### src/rtl/cpu_defs.sv
// Shared CPU-wide constants used by the fetch path and its benches.
package cpu_defs;
  localparam int WORD_W = 32;
  localparam int INSTR_BYTES = 4;
  localparam logic [WORD_W-1:0] NOP_INSTR = 32'h0000_0013;
  localparam logic [WORD_W-1:0] RESET_PC_DEFAULT = 32'h0000_0000;
endpackage

### src/rtl/sync_fifo.sv
// Small synchronous FIFO with flush; shared by the fetch queue and the store buffer.
module sync_fifo #(
  parameter int WIDTH = 64,
  parameter int DEPTH = 4
) (
  input  logic                   clk,
  input  logic                   reset,
  input  logic                   push,
  input  logic                   pop,
  input  logic                   flush,
  input  logic [WIDTH-1:0]       din,
  output logic [WIDTH-1:0]       dout,
  output logic [$clog2(DEPTH):0] count,
  output logic                   full,
  output logic                   empty
);
  localparam int PTR_W = $clog2(DEPTH);

  logic [WIDTH-1:0] mem [DEPTH];
  logic [PTR_W-1:0] rd_ptr;
  logic [PTR_W-1:0] wr_ptr;
  logic             do_push;
  logic             do_pop;

  assign full    = (count == (PTR_W+1)'(DEPTH));
  assign empty   = (count == '0);
  assign do_pop  = pop & ~empty;
  // A full FIFO still accepts a write when the head leaves in the same cycle.
  assign do_push = push & (~full | do_pop);
  assign dout    = mem[rd_ptr];

  always_ff @(posedge clk or posedge reset) begin
    if (reset) begin
      rd_ptr <= '0;
      wr_ptr <= '0;
      count  <= '0;
    end else if (flush) begin
      rd_ptr <= '0;
      wr_ptr <= '0;
      count  <= '0;
    end else begin
      if (do_push) wr_ptr <= wr_ptr + 1'b1;
      if (do_pop)  rd_ptr <= rd_ptr + 1'b1;
      case ({do_push, do_pop})
        2'b10:   count <= count + 1'b1;
        2'b01:   count <= count - 1'b1;
        default: count <= count;
      endcase
    end
  end

  always_ff @(posedge clk) begin
    if (do_push && !flush) mem[wr_ptr] <= din;
  end
endmodule

### src/rtl/fetch_queue.sv
// Fetch stage: owns the fetch PC, addresses imem and queues {pc, instr} for decode.
module fetch_queue
  import cpu_defs::*;
#(
  parameter logic [WORD_W-1:0] RESET_PC = RESET_PC_DEFAULT,
  parameter int                DEPTH    = 4
) (
  input  logic        clk,
  input  logic        reset,
  output logic [0:31] imem_addr,
  input  logic [0:31] imem_instr,
  input  logic        redirect,
  input  logic [0:31] redirect_pc,
  output logic        out_valid,
  input  logic        out_ready,
  output logic [0:31] out_instr,
  output logic [0:31] out_pc
);
  logic [0:31]                fetch_pc;
  logic                       push;
  logic                       pop;
  logic                       full;
  logic                       empty;
  logic [$clog2(DEPTH):0]     count;
  logic [2*WORD_W-1:0]        head;

  assign imem_addr = fetch_pc;
  assign out_valid = (count != '0);
  assign pop       = out_valid & out_ready;
  // Redirect wins: nothing fetched at the stale PC may enter the queue.
  assign push      = ~redirect & (~full | pop);
  assign {out_pc, out_instr} = empty ? '0 : head;

  always_ff @(posedge clk or posedge reset) begin
    if (reset)         fetch_pc <= RESET_PC;
    else if (redirect) fetch_pc <= redirect_pc & 32'hFFFF_FFFC;
    else if (push)     fetch_pc <= fetch_pc + WORD_W'(INSTR_BYTES);
  end

  sync_fifo #(
    .WIDTH (2*WORD_W),
    .DEPTH (DEPTH)
  ) u_fifo (
    .clk   (clk),
    .reset (reset),
    .push  (push),
    .pop   (pop),
    .flush (redirect),
    .din   ({fetch_pc, imem_instr}),
    .dout  (head),
    .count (count),
    .full  (full),
    .empty (empty)
  );
endmodule

### config.mk
export PLATFORM = sky130hd
export DESIGN_NAME = fetch_queue
export DESIGN_NICKNAME = d
export VERILOG_FILES = /design/src/rtl/cpu_defs.sv /design/src/rtl/sync_fifo.sv /design/src/rtl/fetch_queue.sv
export SDC_FILE = /design/constraint.sdc
export NUM_CORES = 1
export LEC_CHECK = 0
export CORE_UTILIZATION = 30
export CTS_BUF_LIST = sky130_fd_sc_hd__clkbuf_4 sky130_fd_sc_hd__clkbuf_8
export DETAILED_ROUTE_END_ITERATION = 8
export MAX_ROUTING_LAYER = met4
export PLACE_DENSITY = 0.45
export SYNTH_ARGS = -nofsm -noshare
export SYNTH_HDL_FRONTEND = slang
export SYNTH_HIERARCHICAL = 1
export SYNTH_SLANG_ARGS = --single-unit
export TNS_END_PERCENT = 30
### constraint.sdc
create_clock -name clk -period 13.56 [get_ports clk]
set_input_delay 2.712 -clock clk [delete_from_list [all_inputs] [get_ports clk]]
set_output_delay 2.712 -clock clk [all_outputs]
set_load 0.005 [all_outputs]
# == Word level (Yosys, flattened, before mapping) ==
# Memories as Yosys holds them, arrays and structs flattened.
# Index checks and enable logic that the tools add are counted.
# op_classes
add_sub_neg,5
n_eq_ne,3
mux,11
n_bitwise,9
reduce_logical,8
# op_table
op,n
32-bit two-way mux,2
64-bit two-way mux,1
32-bit by 3-bit adder with 32-bit output (second input constant),1
2-bit two-way mux,4
3-bit case mux with 2 select lines,1
2-bit nonzero test,3
3-bit nonzero test,2
2-bit by 1-bit adder with 2-bit output (second input constant),2
1-bit bitwise AND,4
3-bit by 1-bit adder with 3-bit output (second input constant),1
3-bit == test (second input constant),1
3-bit zero test,1
3-bit two-way mux,1
1-bit NOT,3
3-bit by 1-bit subtractor with 3-bit output (second input constant),1
2-bit by 1-bit == test with 1-bit output (second input constant),1
2-bit == test (second input constant),1
1-bit two-way mux,2
1-bit OR,2
1-bit logical AND,1
1-bit zero test,1
# totals
register_bits,39
ram_bits,256
in_bits,68
out_inout_bits,97
elab_cells,41
n_memories,1
# memory_table
memory,depth,word_bits,read_ports,rd_ports_with_merged_regs,write_ports,line,rtl
u_fifo.mem,4,64,1,0,1,sync_fifo.sv:19,logic [WIDTH-1:0] mem [DEPTH];

# == Logic depth before layout (Yosys ltp) ==
# Gate-level depths: netlist (run 1).
# depth
depth_word,8
depth_mapped,11
depth_no_buf,8

# == By module ==
# Netlist (run 1), hierarchy kept.
# modules_own_cells
mod,n_inst,cells_each,area_per_inst_um2,seq_area_each_um2
sync_fifo,1,399,9793.1,7862.5
fetch_queue,1,300,2342.2,750.7

# == Least setup slack after synthesis (run 1) ==
# Ideal clock, no wire load.
# synth_timing
kind,input port to flip-flop
start,input port redirect
end,"memory u_fifo.mem[0][0], enable pin"
setup_time_ns,0.578
t_arrival_ns,8.663
required_ns,12.982
path_slack_ns,4.319
cell_stages,7
path_buffers,4
path_cell_list,clkbuf_1 clkbuf_1 clkbuf_1 a21oi_1 clkbuf_1 o21ai_1 nor3b_1
# synth_between
elab_chain_cells,6
elab_cells_between_ends,7
classes_between,mux: 2; bitwise: 3; reduce/logical: 2
# synth_rtl
item,line,rtl
"start, declared",fetch_queue.sv:12,"input logic redirect,"
1-bit NOT,fetch_queue.sv:31,assign push = ~redirect & (~full | pop);
1-bit bitwise AND,fetch_queue.sv:31,
net push,fetch_queue.sv:20,logic push;
1-bit bitwise AND,sync_fifo.sv:29,assign do_push = push & (~full | do_pop);
1-bit logical AND,sync_fifo.sv:53,if (do_push && !flush) mem[wr_ptr] <= din;
1-bit two-way mux,sync_fifo.sv:53,
1-bit two-way mux (implied by the code),sync_fifo.sv:53,
"end, declared",sync_fifo.sv:19,
# The timed path passes the listed nets, and every way through them passes these cells.

# == Worst setup path in the final report (run 1) ==
# layout_timing
start,register u_fifo.rd_ptr[0]
end,output port out_pc[15] (netlist bit)
# layout_between
elab_chain_cells,2
# layout_rtl
item,line,rtl
"start, declared",sync_fifo.sv:20,logic [PTR_W-1:0] rd_ptr;
"start signal, assigned",sync_fifo.sv:43,if (do_pop) rd_ptr <= rd_ptr + 1'b1;
memory read 4 x 64 bit,-,
net head[48],fetch_queue.sv:25,logic [2*WORD_W-1:0] head;
64-bit two-way mux,fetch_queue.sv:32,"assign {out_pc, out_instr} = empty ? '0 : head;"
"end, declared",fetch_queue.sv:17,output logic [0:31] out_pc
# The timed path passes the listed nets, and every way through them passes these cells.

==> run summary, run 1 <==
outcome: completed
most common cell after layout, fill and taps aside: edfxtp_1
Sw Ratio: 24.10%
grt total ovfl: 0
CTS tree: built
CTS Buf Count: 52
# fillers: 3772
Cell Rows: 73
Max-slew headroom: 12.35%
crit path DAT: 3.52 ns
FFs w/ async S/R, synth: 12.63%
Hold Crit Class: reg -> reg
CP startpoint: u_fifo/rd_ptr[0]
Max Cap Viol: 0
sequential share of the synthesized area: 70.98%
initial core utilization: 30.47%
Die Span X: 203.1 um
# IOs: 165
RR Startpoint: u_fifo/count[1]
worst path cell trace: buf_4 -> mux4_2 -> nor2b_1 -> clkdlybuf4s50_1
Inserted Diodes: 0
setup bufs post-CTS: 0
Final Cell Area: 0.01535 sq mm
vias per inst: 4.694
RSZ-0062 raised after global routing: false
drt total wl: 29710 um
port bufs: 160
Ys Warns: 6
drt drc: 0
Syn Inst Count: 699
GR Util All Layers: 15.14%
Hold Startpoint: u_fifo/wr_ptr[1]
Netlist Area Pre-Place: 0.01214 sq mm
routed len/inst: 20.36 um
Die Ht: 203.1 um
Clk network pwr share: 37.5%
antenna viol nets, final: 0
first-pass GRT wire length: 45460 um
Synth Flop Type: edfxtp_1
vias in the first global route: 7270
Int Power: 1582 uW
fin. max-slew vios: 0
final core area utilization: 38.55%
CTS Root Cell: clkbuf_8
1st-iter DRT viols: 363
total net switching power: 502.3 uW
CP bufs+invs: 2
Placed Cells: 1366
biggest area consumer among synthesized cells: edfxtp_1
CTS clk-pin slew, worst paths: 0.06 ns
vias: 6849
Final Skew: 0.02577 ns
final hold viol count: 0
post-cts hold buffer count: 0
routability cong.: 0.7210
Fin Setup TNS: 0 ns
highest-count cells in the layout ignoring fill and taps: 256 x edfxtp_1, 159 x clkdlybuf4s50_1, 65 x nor2b_1, 64 x mux4_2, 55 x clkbuf_8
total power: 2084 uW
Final Instance Count excl. Fillers: 1459
Max Fclk: 0.1605 GHz
Critical Path RT: 10.85 ns
Slew @ Worst Pin: 1.303 ns
worst skew pair latency: 0.61 ns
startpoint types: flop
Final setup viols: 0
DP Area: 0.01436 sq mm
DP Wirelength: 17230 um
# clock sinks: 293
slowest cell on the critical path: buf_4
EDFF count, synth: 256
Crit path max-delay family: buffers and inverters
CTS-repair resized insts: 0
min Tclk post-route: 6.231 ns
critical path peak fanout: 44
drt pass-1 iters: 5
Pleak: 0.004950 uW
Distinct cells, synth: 56
Max clock buf depth: 3
Power Dens Cells: 135.8 mW/mm^2
H-Tree Level Count: 2
Layout area overhead: 26.50%
final net count: 969
DIE AREA: 0.04126 sq mm
Final Cycle Share: 45.95%
syn_area_per_cell: 17.36 sq um
Core ar.: 0.03982 sq mm
crit-path max cell delay: 0.84 ns
kind of critical path: reg -> out
Comb pwr share: 11.5%
Yosys reg bits: 293
largest net degree at the start of global routing: 60
share of cells above drive strength 1: 19.38%
Synth top area share: 63.35%
Seq pwr share: 51.0%
main area contributors after synthesis: edfxtp_1 63%, mux4_2 12%, dfrtp_1 7.6%
initial antenna violation count: 0
Setup crit end kind: output port
Peak VDD IR: 0.00005379 V
[layout make-up]
| cell class | instances | area (sq um) | share of cell area, % |
|---|---|---|---|
| inverters | 21 | 78.83 | 0.5135 |
| flip-flops and latches | 293 | 8621 | 56.16 |
| multi-input cells | 351 | 3287 | 21.41 |
| repair buffers | 176 | 1717 | 11.18 |
| clock inverters | 18 | 83.83 | 0.5461 |
| clock buffers | 75 | 907.1 | 5.909 |
| well taps | 525 | 656.9 | 4.279 |
[flip-flops by register name, summed over array words and instances, names as in the netlist]
register       cells
u_fifo/mem       256
imem_addr         30
u_fifo/rd_ptr      2
u_fifo/wr_ptr      2
u_fifo/count       3
[logic make-up after synthesis]
family,after synthesis,synth area share [%]
simple gates,186,8.754
flops,293,70.98
compound gates,71,4.176
other cells,1,0.03090
fa+ha+maj,6,0.6805
mux,67,12.17
xor+xnor,11,0.7939
buf+inv,64,2.423
[path summary, 6_finish.rpt]
check	slack, ns	endpoint	cells after the start
worst max-delay path	7.33	out_pc[15]	4
worst min-delay path	0.61	u_fifo/wr_ptr[1]	2
worst max register to register	9.92	u_fifo/mem[1][17]	6
worst min register to register	0.61	u_fifo/wr_ptr[1]	2
max in group asynchronous	10.68	imem_addr[10]	3
min in group asynchronous	2.41	u_fifo/wr_ptr[0]	2
[metal layers]
layer / part of all wire [%] / track usage, %
met1: 47 / 20.47
met2: 45 / 22.30
met3: 6.3 / 3.836
met4: 1.6 / 4.753
met5: 0 / -
[Yosys cell counts, drive strengths merged, types with 2 or more instances]
library cell / instances
a2111oi: 2
a211o: 3
a211oi: 6
a21oi: 4
a311o: 2
a31oi: 13
and2: 2
and3: 2
and4: 3
buf: 20
clkbuf: 23
dfrtp: 37
edfxtp: 256
ha: 5
inv: 21
mux2i: 2
mux4: 64
nand2: 26
nand2b: 3
nand3: 20
nand4: 11
nor2: 23
nor2b: 65
nor3: 2
nor3b: 4
nor4: 2
nor4b: 2
o2111ai: 2
o211ai: 5
o21ai: 15
o311ai: 4
o31ai: 10
or2: 3
or3: 5
or3b: 2
or4: 9
xnor2: 7
xor2: 4
[power groups by stage]
stage / clock (uW) / combinational (uW) / sequential [uW]
2_1_floorplan: 0 / 113 / 1070
3_3_place_gp: 0 / 244 / 1080
3_5_place_dp: 0 / 245 / 1080
4_1_cts: 814 / 246 / 1060
5_1_grt: 846 / 262 / 1070
6_report: 782 / 239 / 1060
[stage by stage]
stage | hold slack (ns) | setup slack, ns
4_1_cts | 0.6249 | 7.115
2_1_floorplan | 0.5511 | 4.319
6_report | 0.6143 | 7.329
3_3_place_gp | 0.6031 | 7.534
3_5_place_dp | 0.6195 | 7.533
5_1_grt | 0.6338 | 7.030
[worst min-delay path, cell delays in order (launching register included)]
cell and delay [ns]:
dfrtp_1 0.42, nand2b_1 0.09, mux2i_1 0.06
Note: power is estimated with default switching activity, not from simulation.
==> run 2, diff against run 1 <==
==> constraint.sdc (replaced) <==
create_clock -name clk -period 6.4 [get_ports clk]
set_input_delay 1.28 -clock clk [delete_from_list [all_inputs] [get_ports clk]]
set_output_delay 1.28 -clock clk [all_outputs]
set_load 0.005 [all_outputs]
==> run 2 against run 1 <==
Against the previous run: critical path depth is the same; register-to-register slack got worse by 7.1 ns; via count up 2.2%; critical endpoint is now out_pc[4]; final cell count up 0.14%; non-clock buffer count unchanged; die area stayed put; sequential cell count unchanged; critical path type unchanged; design area barely moved; sequential share of layout area barely moved; combinational power increased by 110%; core utilization barely moved; clock skew is 0.010 ns higher.
==> run summary, run 2 (synthesized netlist as in run 1, its figures left out) <==
first-pass GRT wire length: 45110 um
Hold Startpoint: u_fifo/wr_ptr[1]
Power Dens Cells: 287.9 mW/mm^2
Die Span X: 203.1 um
largest net degree at the start of global routing: 65
slowest cell on the critical path: dfrtp_4
setup bufs post-CTS: 0
Final Cycle Share: 71.94%
worst path cell trace: buf_4 -> mux4_2 -> nor2b_1 -> clkdlybuf4s50_1
Final setup viols: 0
CTS clk-pin slew, worst paths: 0.06 ns
met2 usage: 22.36%
antenna viol nets, final: 0
initial antenna violation count: 0
most common cell after layout, fill and taps aside: edfxtp_1
CTS-repair resized insts: 0
Hold Crit Depth: 2
H-Tree Level Count: 2
Inserted Diodes: 0
Max Fclk: 0.2172 GHz
final net count: 969
Final Instance Count excl. Fillers: 1461
Largest register FFs: 256
Core ar.: 0.03982 sq mm
Crit path max-delay family: flip-flops
Max Cap Viol: 0
Placed Cells: 1366
crit path DAT: 3.32 ns
WHS: 0.6074 ns
1st-iter DRT viols: 475
Worst Reg-to-Reg Cells: 6
# fillers: 3756
final core area utilization: 38.57%
drt pass-1 iters: 5
total power: 4421 uW
CP startpoint: u_fifo/rd_ptr[0]
share of cells above drive strength 1: 19.44%
routability cong.: 0.7497
drt drc: 0
kind of critical path: reg -> out
RR Startpoint: u_fifo/count[1]
vias: 6999
met3 Use GR: 4.141%
grt peak-use layer: met2
post-cts hold buffer count: 0
# IOs: 165
port bufs: 160
met1 global-route usage: 20.15%
min Tclk post-route: 4.604 ns
critical path peak fanout: 42
grt total ovfl: 0
GR Util All Layers: 15.08%
initial core utilization: 30.47%
# clock sinks: 293
vias in the first global route: 7357
startpoint types: flop
Cell Rows: 73
CTS Root Cell: clkbuf_8
Final Skew: 0.03627 ns
vias per inst: 4.791
multi-input logic area: 0.003287 sq mm
DIE AREA: 0.04126 sq mm
Layout area overhead: 26.57%
CTS Buf Count: 52
Die Ht: 203.1 um
Fin Setup TNS: 0 ns
Critical Path RT: 5.12 ns
final hold viol count: 0
reg2reg setup slack: 2.81 ns
Max-slew headroom: 22.33%
Peak VDD IR: 0.0001310 V
Max clock buf depth: 3
endpoint of the worst hold path: u_fifo/wr_ptr[1]
RSZ-0062 raised after global routing: false
drt total wl: 29570 um
Pleak: 0.004961 uW
Reg with most FFs: u_fifo/mem
fin. max-slew vios: 0
Reg area: 0.008621 sq mm
worst skew pair latency: 0.61 ns
crit-path max cell delay: 1.01 ns
CP bufs+invs: 2
highest-count cells in the layout ignoring fill and taps: 256 x edfxtp_1, 159 x clkdlybuf4s50_1, 65 x nor2b_1, 64 x mux4_2, 55 x clkbuf_8
outcome: completed
Setup crit end kind: output port
Critical Path Stages: 4
Worst R2R End: u_fifo/mem[0][31]
CTS tree: built
routed len/inst: 20.24 um
Slew @ Worst Pin: 1.154 ns
Hold Crit Class: reg -> reg
DP Wirelength: 17220 um
## run 2: final cells by class
| cell class | instances | area share, % |
|---|---|---|
| flip-flops and latches | 293 | 56.13 |
| multi-input cells | 351 | 21.40 |
| repair buffers | 176 | 11.18 |
| clock buffers | 76 | 5.955 |
| well taps | 525 | 4.277 |
| clock inverters | 19 | 0.5539 |
| inverters | 21 | 0.5132 |
## run 2: worst max-delay path by stage
stage / to / slack, ns
floorplan: u_fifo/mem[0][0] / -1.41
global placement: u_fifo/mem[0][38] / 1.87
detailed placement: u_fifo/mem[0][28] / 1.84
CTS: out_pc[4] / 1.57
global route: out_pc[4] / 1.50
finish: out_pc[4] / 1.80
## run 2: worst register-to-register path, cell delays in order, from the launching register on
cell and delay (ns):
dfrtp_1 0.61, or3b_4 0.23, inv_1 0.19, a21oi_1 0.73, o21ai_1 0.40, nor3b_2 0.29, buf_4 0.68
## run 2: power by group
part           total [uW]  switching (uW)  internal (uW)  leakage, uW
Clock                1670             755            912     0.000531
Sequential           2260            84.8           2170      0.00276
Combinational         496             224            272      0.00167
Total                4420            1060           3360      0.00496
## run 2: stage by stage
step	setup WS, ns	cell area [sq um]
2_1_floorplan	-1.409	12170
3_3_place_gp	1.867	14360
3_5_place_dp	1.839	14360
4_1_cts	1.573	15360
5_1_grt	1.501	15360
6_report	1.796	15360
## run 2: metal layers
layer | wire length, um | part of all wire (%)
met5 | 0 | 0
met4 | 638 | 2.2
met3 | 1801 | 6.1
met2 | 13380 | 45
met1 | 13750 | 46
==> run 3, diff against run 2 <==
==> constraint.sdc (replaced) <==
create_clock -name clk -period 4.6 [get_ports clk]
set_input_delay 0.92 -clock clk [delete_from_list [all_inputs] [get_ports clk]]
set_output_delay 0.92 -clock clk [all_outputs]
set_load 0.005 [all_outputs]
==> run 3 against run 2 <==
Against the previous run: global-route usage hardly changed; largest power group unchanged; largest cell class unchanged; die area stayed put; worst hold slack worse by 0.00053 ns; sequential power is 39% higher; combinational power is 49% higher.
==> run summary, run 3 (synthesized netlist as in run 1, its figures left out) <==
Reg with most FFs: u_fifo/mem
vias per inst: 4.717
WHS: 0.6069 ns
startpoint types: flop
drt total wl: 29890 um
Largest register FFs: 256
RSZ-0062 raised after global routing: false
crit path DAT: 2.99 ns
endpoint of the worst hold path: u_fifo/wr_ptr[1]
vias in the first global route: 7371
reg2reg setup slack: 1.67 ns
initial antenna violation count: 0
Final Cell Area: 0.01557 sq mm
1st-iter DRT viols: 369
Layout area overhead: 28.31%
worst skew pair latency: 0.58 ns
Worst Reg-to-Reg Cells: 9
grt peak-use layer: met2
multi-input logic area: 0.003312 sq mm
Pleak: 0.005055 uW
Die Span X: 203.1 um
largest net degree at the start of global routing: 65
routed len/inst: 20.39 um
DP Area: 0.01459 sq mm
Max Fclk: 0.2560 GHz
Final Skew: 0.02478 ns
Reg area: 0.008621 sq mm
Final Cycle Share: 84.91%
Final setup viols: 0
drt pass-1 iters: 4
CTS clk-pin slew, worst paths: 0.06 ns
# IOs: 165
initial core utilization: 30.47%
first-pass GRT wire length: 45470 um
met2 usage: 22.44%
Max clock buf depth: 3
Worst R2R End: u_fifo/count[2]
final hold viol count: 0
CTS Root Cell: clkbuf_8
Max-slew headroom: 25.39%
Die Ht: 203.1 um
Cell Rows: 73
share of cells above drive strength 1: 20.19%
kind of critical path: reg -> out
CTS-repair resized insts: 0
DP Wirelength: 17740 um
routability cong.: 0.7409
setup bufs post-CTS: 0
critical path peak fanout: 34
H-Tree Level Count: 2
grt total ovfl: 0
antenna viol nets, final: 0
post-cts hold buffer count: 0
highest-count cells in the layout ignoring fill and taps: 256 x edfxtp_1, 159 x clkdlybuf4s50_1, 65 x nor2b_1, 64 x mux4_2, 55 x clkbuf_8
fin. max-slew vios: 0
port bufs: 160
drt drc: 0
DIE AREA: 0.04126 sq mm
Peak VDD IR: 0.0001534 V
# fillers: 3751
Hold Startpoint: u_fifo/wr_ptr[1]
GR Util All Layers: 15.10%
most common cell after layout, fill and taps aside: edfxtp_1
met1 global-route usage: 20.96%
min Tclk post-route: 3.906 ns
Max Cap Viol: 0
# clock sinks: 293
RR Startpoint: u_fifo/count[1]
outcome: completed
Core ar.: 0.03982 sq mm
Hold Crit Class: reg -> reg
Hold Crit Depth: 2
met3 Use GR: 2.986%
Slew @ Worst Pin: 1.113 ns
final net count: 978
Power Dens Cells: 395.6 mW/mm^2
vias: 6915
Critical Path RT: 3.68 ns
CTS tree: built
Inserted Diodes: 0
CTS Buf Count: 52
Setup crit end kind: output port
## run 3: changes by cell type in the layout (fill, tap and decap cells not counted)
cell | previous run | this run
buf_12 | 0 | 11
buf_4 | 16 | 14
clkinv_1 | 12 | 9
clkinvlp_4 | 2 | 1
nor3b_2 | 4 | 0
nor3b_4 | 0 | 4
## run 3: cell type report
type,count,share of cell area (%)
sequential,293,55.36
multi-input combinational,351,21.27
timing repair buffer,185,12.34
clock buffer,76,5.874
tap,525,4.219
inverter,21,0.5062
clock inverter,15,0.4259
## run 3: worst max path at each step
stage,startpoint,to,slack (ns),depth (start not counted)
2_1_floorplan,redirect,u_fifo/mem[0][0],-0.63,7
3_3_place_gp,out_ready,u_fifo/count[2],1.17,10
3_5_place_dp,out_ready,u_fifo/count[2],1.12,10
4_1_cts,u_fifo/rd_ptr[0],out_pc[28],0.53,4
5_1_grt,u_fifo/rd_ptr[0],out_pc[28],0.45,4
6_report,u_fifo/rd_ptr[0],out_pc[28],0.69,4
## run 3: per-layer routing
metal  routed length (um)  part of all wire [%]  vias up
met5                    0                     0        -
met4                  604                   2.0        0
met3                 1531                   5.1       51
met2                13530                    45      196
met1                14220                    48     3495
li1                     -                     -     3173
## run 3: stage by stage
stage | instances | setup TNS [ns] | setup slack, ns | total power, uW | utilization (%)
after floorplan | 708 | -161.03 | -0.6290 | 3479 | -
after global placement | 1375 | 0 | 1.171 | 3952 | 36.64
after detailed placement | 1375 | 0 | 1.121 | 3951 | 36.64
after CTS | 1466 | 0 | 0.5327 | 6283 | 39.10
after global routing | 1466 | 0 | 0.4493 | 6454 | 39.10
final | 1466 | 0 | 0.6943 | 6160 | 39.10
## run 3: worst max-delay path, cell delays in order, from the launching register on
cell	delay, ns
dfrtp_4	0.92
buf_4	0.33
mux4_2	0.52
nor2b_1	0.16
clkdlybuf4s50_1	0.44
## run 3: power breakdown
group / switching (uW) / total [uW] / internal (uW)
combinational: 325 / 737 / 412
sequential: 117 / 3140 / 3020
clock: 1020 / 2280 / 1260
